<file path="src/rtl/fir_ss_fifo_if.sv">
// AXI4-Stream channel (tvalid/tdata/tlast/tready) shared by the FIFO's upstream and downstream sides.
// The master drives the payload and the slave answers with tready.
interface fir_ss_fifo_if #(
    parameter int pDATA_WIDTH = 32
);
    logic                   tvalid;
    logic [pDATA_WIDTH-1:0] tdata;
    logic                   tlast;
    logic                   tready;

    modport master (output tvalid, output tdata, output tlast, input tready);
    modport slave  (input tvalid, input tdata, input tlast, output tready);
endinterface

</file>
<file path="src/rtl/fir_ss_fifo.sv">
// First-word fall-through AXI4-Stream FIFO feeding the FIR x-input port, with occupancy and frame count.
// Optional FIFO_STATS_EN adds peak-level tracking and a sticky overflow-pressure flag.
module fir_ss_fifo #(
    parameter int pDATA_WIDTH = 32,
    parameter int pDEPTH      = 16,
    parameter int pADDR_W     = 4
) (
    input  logic               axis_clk,
    input  logic               axis_rst_n,
    input  logic               clr,
    fir_ss_fifo_if.slave       s_axis,
    fir_ss_fifo_if.master      m_axis,
    output logic [pADDR_W:0]   level,
    output logic               full,
    output logic               empty,
    output logic [pADDR_W:0]   pkt_cnt
`ifdef FIFO_STATS_EN
    ,
    input  logic               peak_clr,
    output logic [pADDR_W:0]   peak_level,
    output logic               drop_flag
`endif
);

    localparam logic [pADDR_W:0] LP_PTR_ONE = {{pADDR_W{1'b0}}, 1'b1};

    logic [pDATA_WIDTH:0] r_mem [pDEPTH];
    logic [pADDR_W:0]     r_wr_ptr;
    logic [pADDR_W:0]     r_rd_ptr;
    logic [pADDR_W:0]     r_pkt_cnt;

    logic                 w_full;
    logic                 w_empty;
    logic                 w_push;
    logic                 w_pop;
    logic                 w_pkt_inc;
    logic                 w_pkt_dec;
    logic [pDATA_WIDTH:0] w_head;

    // Wrap bit distinguishes full from empty when the addresses coincide.
    assign w_full    = (r_wr_ptr[pADDR_W-1:0] == r_rd_ptr[pADDR_W-1:0]) &&
                       (r_wr_ptr[pADDR_W] != r_rd_ptr[pADDR_W]);
    assign w_empty   = (r_wr_ptr == r_rd_ptr);
    assign w_push    = s_axis.tvalid & ~w_full;
    assign w_pop     = m_axis.tready & ~w_empty;
    assign w_head    = r_mem[r_rd_ptr[pADDR_W-1:0]];
    assign w_pkt_inc = w_push & s_axis.tlast;
    assign w_pkt_dec = w_pop & w_head[pDATA_WIDTH];

    assign s_axis.tready = ~w_full;
    assign level         = r_wr_ptr - r_rd_ptr;
    assign full          = w_full;
    assign empty         = w_empty;
    assign pkt_cnt       = r_pkt_cnt;

    // Head presentation: payload forced to zero while empty so stale storage never leaks out.
    always_comb begin
        m_axis.tvalid = ~w_empty;
        if (w_empty) begin
            m_axis.tdata = {pDATA_WIDTH{1'b0}};
            m_axis.tlast = 1'b0;
        end else begin
            m_axis.tdata = w_head[pDATA_WIDTH-1:0];
            m_axis.tlast = w_head[pDATA_WIDTH];
        end
    end

    // Storage write; contents are deliberately left unreset.
    always_ff @(posedge axis_clk) begin
        if (w_push && !clr) begin
            r_mem[r_wr_ptr[pADDR_W-1:0]] <= {s_axis.tlast, s_axis.tdata};
        end
    end

    // Pointer and frame-count state; clr flushes and discards any same-cycle push or pop.
    always_ff @(posedge axis_clk or negedge axis_rst_n) begin
        if (!axis_rst_n) begin
            r_wr_ptr  <= {(pADDR_W+1){1'b0}};
            r_rd_ptr  <= {(pADDR_W+1){1'b0}};
            r_pkt_cnt <= {(pADDR_W+1){1'b0}};
        end else if (clr) begin
            r_wr_ptr  <= {(pADDR_W+1){1'b0}};
            r_rd_ptr  <= {(pADDR_W+1){1'b0}};
            r_pkt_cnt <= {(pADDR_W+1){1'b0}};
        end else begin
            if (w_push) begin
                r_wr_ptr <= r_wr_ptr + LP_PTR_ONE;
            end
            if (w_pop) begin
                r_rd_ptr <= r_rd_ptr + LP_PTR_ONE;
            end
            case ({w_pkt_inc, w_pkt_dec})
                2'b10:   r_pkt_cnt <= r_pkt_cnt + LP_PTR_ONE;
                2'b01:   r_pkt_cnt <= r_pkt_cnt - LP_PTR_ONE;
                default: r_pkt_cnt <= r_pkt_cnt;
            endcase
        end
    end

`ifdef FIFO_STATS_EN
    localparam logic [pADDR_W:0] LP_DEPTH    = (pADDR_W+1)'(pDEPTH);
    localparam logic [pADDR_W:0] LP_DEPTH_M1 = (pADDR_W+1)'(pDEPTH - 1);

    logic [pADDR_W:0] r_peak_level;
    logic [pADDR_W:0] r_stall_cnt;
    logic             r_drop_flag;
    logic             w_stall;

    assign w_stall    = s_axis.tvalid & w_full;
    assign peak_level = r_peak_level;
    assign drop_flag  = r_drop_flag;

    // High-water mark and sustained back-pressure detector.
    always_ff @(posedge axis_clk or negedge axis_rst_n) begin
        if (!axis_rst_n) begin
            r_peak_level <= {(pADDR_W+1){1'b0}};
            r_stall_cnt  <= {(pADDR_W+1){1'b0}};
            r_drop_flag  <= 1'b0;
        end else if (peak_clr) begin
            r_peak_level <= level;
            r_stall_cnt  <= {(pADDR_W+1){1'b0}};
            r_drop_flag  <= 1'b0;
        end else begin
            if (level > r_peak_level) begin
                r_peak_level <= level;
            end
            if (w_stall) begin
                if (r_stall_cnt != LP_DEPTH) begin
                    r_stall_cnt <= r_stall_cnt + LP_PTR_ONE;
                end
                if (r_stall_cnt == LP_DEPTH_M1) begin
                    r_drop_flag <= 1'b1;
                end
            end else begin
                r_stall_cnt <= {(pADDR_W+1){1'b0}};
            end
        end
    end
`endif

endmodule

</file>
<file path="src/flat_wrapper.sv">
// flat-port wrapper written by rule: the top's interface ports become plain ports
module fir_ss_fifo_flat 
#(
    parameter int pDATA_WIDTH = 32,
    parameter int pDEPTH      = 16,
    parameter int pADDR_W     = 4
)
  (axis_clk, axis_rst_n, clr, level, full, empty, pkt_cnt, s_axis_tvalid, s_axis_tdata, s_axis_tlast, s_axis_tready, m_axis_tvalid, m_axis_tdata, m_axis_tlast, m_axis_tready);
  fir_ss_fifo_if #(.pDATA_WIDTH(pDATA_WIDTH)) s_axis_i ();
  fir_ss_fifo_if #(.pDATA_WIDTH(pDATA_WIDTH)) m_axis_i ();
  input  logic axis_clk;
  input  logic axis_rst_n;
  input  logic clr;
  output logic [pADDR_W:0] level;
  output logic full;
  output logic empty;
  output logic [pADDR_W:0] pkt_cnt;
  input wire logic [$bits(s_axis_i.tvalid)-1:0] s_axis_tvalid;
  input wire logic [$bits(s_axis_i.tdata)-1:0] s_axis_tdata;
  input wire logic [$bits(s_axis_i.tlast)-1:0] s_axis_tlast;
  output wire logic [$bits(s_axis_i.tready)-1:0] s_axis_tready;
  output wire logic [$bits(m_axis_i.tvalid)-1:0] m_axis_tvalid;
  output wire logic [$bits(m_axis_i.tdata)-1:0] m_axis_tdata;
  output wire logic [$bits(m_axis_i.tlast)-1:0] m_axis_tlast;
  input wire logic [$bits(m_axis_i.tready)-1:0] m_axis_tready;
  assign s_axis_i.tvalid = s_axis_tvalid;
  assign s_axis_i.tdata = s_axis_tdata;
  assign s_axis_i.tlast = s_axis_tlast;
  assign s_axis_tready = s_axis_i.tready;
  assign m_axis_tvalid = m_axis_i.tvalid;
  assign m_axis_tdata = m_axis_i.tdata;
  assign m_axis_tlast = m_axis_i.tlast;
  assign m_axis_i.tready = m_axis_tready;
  fir_ss_fifo #(.pDATA_WIDTH(pDATA_WIDTH), .pDEPTH(pDEPTH), .pADDR_W(pADDR_W)) u_core (.axis_clk(axis_clk), .axis_rst_n(axis_rst_n), .clr(clr), .s_axis(s_axis_i), .m_axis(m_axis_i), .level(level), .full(full), .empty(empty), .pkt_cnt(pkt_cnt));
endmodule
</file>
<file path="config.mk">
export PLATFORM = sky130hd
export DESIGN_NAME = fir_ss_fifo_flat
export DESIGN_NICKNAME = d
export VERILOG_FILES = /design/src/rtl/fir_ss_fifo_if.sv /design/src/rtl/fir_ss_fifo.sv /design/src/flat_wrapper.sv
export SDC_FILE = /design/constraint.sdc
export NUM_CORES = 1
export LEC_CHECK = 0
export ABC_AREA = 1
export CAP_MARGIN = 20
export CORE_AREA = 2 2 271 273
export CTS_BUF_LIST = sky130_fd_sc_hd__clkbuf_8
export CTS_CLUSTER_DIAMETER = 120
export DETAILED_ROUTE_END_ITERATION = 7
export DIE_AREA = 0 0 273 275
export PLACE_DENSITY = 0.51
export SLEW_MARGIN = 20
export SYNTH_ARGS = -nofsm -noshare
export SYNTH_HDL_FRONTEND = slang
export SYNTH_SLANG_ARGS = --single-unit
</file>
<file path="constraint.sdc">
create_clock -name axis_clk -period 6.1 [get_ports axis_clk]
set_input_delay 1.83 -clock axis_clk [delete_from_list [all_inputs] [get_ports axis_clk]]
set_output_delay 1.83 -clock axis_clk [all_outputs]
set_load 0.01 [all_outputs]
</file>
== Word level (Yosys, flattened, before mapping) ==
Memory sizes are Yosys's and may differ from the RTL's.
Cells that the tools add are included.
Cells by class
  $add $sub $neg: 5
  equality and inequality tests: 5
  multiplexer cells: 10
  bitwise logic cells: 6
  reductions and logical operators: 6
Operator list (count)
  $mux W32: 1
  $mux W5: 5
  $add A5 B1 Y5 const B: 3
  $pmux W5 S2: 1
  $eq A5 B5 Y1: 1
  $sub A5 B1 Y5 const B: 1
  $sub A5 B5 Y5: 1
  $and A1 B1 Y1: 4
  $eq A4 B4 Y1: 1
  $reduce_bool A2 Y1: 2
  $mux W1: 3
  $reduce_bool A3 Y1: 1
  $eq A2 B1 Y1 const B: 1
  $eq A2 B2 Y1 const B: 1
  $logic_and A1 B1 Y1: 2
  $not A1 Y1: 2
  $logic_not A1 Y1: 1
  $ne A1 B1 Y1: 1
Word-level totals
  register bits: 15
  RAM bits: 528
  logic and storage cells: 36
  memories: 1
Memory list
  u_core.r_mem: depth 16, bits a word 33, rd ports 1, clocked after memory_dff 0, wr ports 1, RTL line fir_ss_fifo.sv:27  | logic [pDATA_WIDTH:0] r_mem [pDEPTH];

== Depth between registers and ports, before layout ==
  depth in word-level cells: 8
  depth in mapped cells: 22
  mapped depth without buffers: 20

== Worst setup path after synthesis ==
No wires, ideal clock.
  path kind: input-to-reg
  start: in s_axis_tvalid
  end: mem u_core.r_mem[3][0] in the netlist's numbering (enable)
  arrival: 4.546 ns
  required time: 5.636 ns
  slack: 1.090 ns
  stages on the path: 4
  cell sequence: nand2_1 -> nor2_1 -> inv_1 -> nor3_1
On the way
  word-level cells in the longest chain between the ends: 4
Ends and longest elaborated chain
  start, declared: RTL line flat_wrapper.sv:18  | input wire logic [$bits(s_axis_i.tvalid)-1:0] s_axis_tvalid;
  $and A1 B1 Y1: RTL line fir_ss_fifo.sv:44  | assign w_push = s_axis.tvalid & ~w_full;
  $logic_and A1 B1 Y1: RTL line fir_ss_fifo.sv:70  | if (w_push && !clr) begin
  $mux W1: RTL line fir_ss_fifo.sv:70
  $mux W1 (implied by the code): RTL line fir_ss_fifo.sv:71  | r_mem[r_wr_ptr[pADDR_W-1:0]] <= {s_axis.tlast, s_axis.tdata};
  end, declared: RTL line fir_ss_fifo.sv:27
Every way passes these cells.

== Worst setup path after layout ==
  start: reg u_core.r_rd_ptr[1]
  end: out m_axis_tdata[21]
On the way
  word-level cells in the longest chain between the ends: 2
  elaborated cells on any way between the ends: 3
  those cells by class: eq/ne (1); mux (1); memory (1)
Ends and longest elaborated chain
  start, declared: RTL line fir_ss_fifo.sv:29  | logic [pADDR_W:0] r_rd_ptr;
  start signal, assigned: RTL line fir_ss_fifo.sv:79  | r_rd_ptr <= {(pADDR_W+1){1'b0}};
  start signal, assigned: RTL line fir_ss_fifo.sv:83  | r_rd_ptr <= {(pADDR_W+1){1'b0}};
  start signal, assigned: RTL line fir_ss_fifo.sv:90  | r_rd_ptr <= r_rd_ptr + LP_PTR_ONE;
  $mem_v2 Z16 W33 or $eq A5 B5 Y1 (tied branches)
  $mux W32 (*): RTL line fir_ss_fifo.sv:59  | if (w_empty) begin
  end, declared: RTL line flat_wrapper.sv:23  | output wire logic [$bits(m_axis_i.tdata)-1:0] m_axis_tdata;
Every way passes the cells marked *; elsewhere a longest branch is shown, timed or not.

==> results_dict.tcl <==
set metrics [dict create \
    clock_sinks 543 \
    clk_path_buf_depth 3 \
    ys_warn_count 0 \
    synth_edf_count 528 \
    grt_use_total_pct 15.6 \
    p_seq_share_pct 47.9 \
    cp.arrival_ps 3840 \
    rows 99 \
    period_share_pct 93.0 \
    worstSkewPairLatency_ps 670 \
    drt_wl_total_mm 59.5 \
    vias_per_cell 5.04 \
    num_vias 13900 \
    globalplace.congestion 0.739 \
    end_kind "output pin" \
    dp_cells 2594 \
    cts_max_level 3 \
    drt_pass1_iterations 7 \
    worstSetupStartpointType "flop" \
    ios 85 \
    cts_setup_buffers 0 \
    p_sw_share_pct 28.3 \
    die_w_um 273 \
    routedWlPerCell_um 21.6 \
    switchingPower_mw 2.48 \
    post-route-min-period_ps 5670 \
    fp.coreArea_um2 72300 \
    ir_drop_mv 0.230 \
    tns_ps 0 \
    power.leakage_nw 8.18 \
    p_int_mw 6.28 \
    die_area_um2 75100 \
    instances_no_fill 2758 \
    synth_area_um2 21500 \
    portBuffers 84 \
    grt_overflow 0 \
    cts_tree "built" \
    synth-main-ff-cell "edfxtp_1" \
    nNetsFinal 1776 \
    grt_pass1_vias 13500 \
    max_freq_mhz 176 \
    clock_skew_ps 19.1 \
    ys_ff_latch 543 \
    crit_type "flop to output pin" \
    syn_nets 1664 \
    p_per_area_nw_per_um2 345 \
    setup_viol 0 \
    netlist_instances 1614 \
    hold_violations 0 \
    ys_types 36 \
    dp_hpwl_mm 30.7 \
    clock-root-buffer "clkbuf_8" \
    max_cap_viol_count 0 \
    holdBufCountCts 0 \
    antenna_left 0 \
    remaining_drc_errors 0 \
    initial_core_util_pct 29.8 \
    layout-drive-gt1-share_pct 11.0 \
    drtIter0Drc 1180 \
    clkSlewWorstSetupHoldPaths_ps 60 \
    hold_path_class "flop to flop" \
    relSlewSlack_pct 36.7 \
    cp.required_ps 4270 \
    grt_pass1_wl_mm 88.1 \
    grt_max_degree 146 \
    synthArstFlopShare_pct 2.76 \
    rsz0062_at_grt "false" \
    nFillCells 7071 \
    area_growth_pct 17.9 \
    die_y_um 275 \
    comb_power_share_pct 17.5 \
    pwr-share-clk_pct 34.7 \
    antenna_found_initial 3 \
    cts_buffers 89 \
    synth.avg_cell_area_um2 13.3 \
    ys_seq_area_share_pct 75.4 \
    slew_violations 0 \
    path_max_fanout 133 \
    cts_resized 0 \
    status "finished, final reports clean" \
    tightest_slew_ps 948 \
]
## power groups by stage
stage	clock [mW]	combinational (mW)	sequential (mW)
2_1_floorplan	0	0.882	4.24
3_3_place_gp	0	1.52	4.27
3_5_place_dp	0	1.54	4.27
4_1_cts	3.12	1.55	4.19
5_1_grt	3.29	1.68	4.20
6_report	3.04	1.53	4.19
## cells in the mapped netlist, types with 4 or more instances
| cell type | instances | share of area, % |
|---|---|---|
| a21oi_1 | 6 | 0.14 |
| a31oi_1 | 32 | 0.93 |
| buf_1 | 6 | 0.10 |
| buf_2 | 10 | 0.23 |
| clkbuf_1 | 87 | 1.5 |
| dfrtp_1 | 15 | 1.7 |
| edfxtp_1 | 528 | 74 |
| ha_1 | 11 | 0.64 |
| inv_1 | 22 | 0.38 |
| inv_2 | 8 | 0.14 |
| nand2_1 | 121 | 2.1 |
| nand2_2 | 5 | 0.15 |
| nand3_1 | 37 | 0.86 |
| nand3_2 | 4 | 0.19 |
| nor2_1 | 280 | 4.9 |
| nor3_1 | 7 | 0.16 |
| o211ai_1 | 14 | 0.49 |
| o21ai_0 | 266 | 6.2 |
| o221ai_1 | 50 | 2.0 |
| o22ai_1 | 79 | 2.3 |
## critical path: stages (launching register included)
cell and delay, ps:
dfrtp_4 720, inv_4 150, buf_12 380, o21ai_0 200, o221ai_1 200, o211ai_1 110
a31oi_1 480, clkdlybuf4s50_1 650
## layer usage
| layer | track usage, % | vias up | part of all wire, % |
|---|---|---|---|
| li1 | - | 6294 | - |
| met1 | 22.0 | 7067 | 47 |
| met2 | 24.5 | 438 | 46 |
| met3 | 3.29 | 96 | 5.7 |
| met4 | 4.31 | 4 | 1.8 |
| met5 | 0 | - | 0.045 |
## stage by stage
stage | area (µm²) | utilization, % | hold slack [ps] | worst slack [ps] | total power, mW
final | 25400 | 35.1 | 503 | 425 | 8.76
after global routing | 25400 | 35.1 | 537 | 122 | 9.17
after CTS | 25400 | 35.1 | 514 | 416 | 8.86
after detailed placement | 23700 | 32.8 | 496 | 1160 | 5.81
after global placement | 23700 | 32.8 | 496 | 1080 | 5.79
after floorplan | 21500 | - | 531 | 1090 | 5.12
## registers in the layout (all words and copies together), names as in the netlist
name             count
u_core.r_wr_ptr      5
u_core.pkt_cnt       5
u_core.r_mem       528
u_core.r_rd_ptr      5
## cell usage in the layout, fill, tap and decap left out, types with 14 or more instances in the layout
master / instances
clkbuf_8: 90
o211ai_1: 14
a31oi_1: 32
nor2_4: 16
inv_1: 55
nor2_1: 266
nand2_1: 121
o21ai_0: 266
edfxtp_1: 528
buf_4: 35
o22ai_1: 79
nand3_1: 37
clkinv_1: 22
clkdlybuf4s50_1: 84
o221ai_1: 50
## final timing paths
check | start | to | slack, ps | cells after the start
worst max-delay path | u_core.r_rd_ptr[1] | m_axis_tdata[21] | 430 | 7
worst min-delay path | u_core.pkt_cnt[4] | u_core.pkt_cnt[4] | 500 | 2
worst max register to register | u_core.r_rd_ptr[1] | u_core.r_mem[6][0] | 2210 | 10
worst min register to register | u_core.pkt_cnt[4] | u_core.pkt_cnt[4] | 500 | 2
max in group asynchronous | axis_rst_n | u_core.r_rd_ptr[1] | 3850 | 1
min in group asynchronous | axis_rst_n | u_core.r_wr_ptr[3] | 1650 | 1
## kinds of logic (layout without fill, tap and decap cells)
group                      Yosys count  count (layout)  synth area share (%)
DFF                                543             543                  75.4
and+or+nand+nor                    464             464                  8.88
AOI/OAI and AO/OA                  451             451                  12.2
buffers and inverters              139             322                  2.62
adders and majority gates           12              12                 0.732
xor gates and xnor gates             5               5                 0.238
other                                0               2                     0
## final cells by class
cell class / instances / area, µm² / share of cell area, %
tap: 959 / 1200 / 4.73
antenna: 2 / 5.00 / 0.0197
clock inverter: 72 / 437 / 1.72
inverter: 33 / 139 / 0.547
timing repair buffer: 127 / 1260 / 4.98
multi-input combinational: 932 / 4860 / 19.2
clock buffer: 90 / 1240 / 4.88
sequential: 543 / 16200 / 64.0
(Power assumes the default switching activity.)
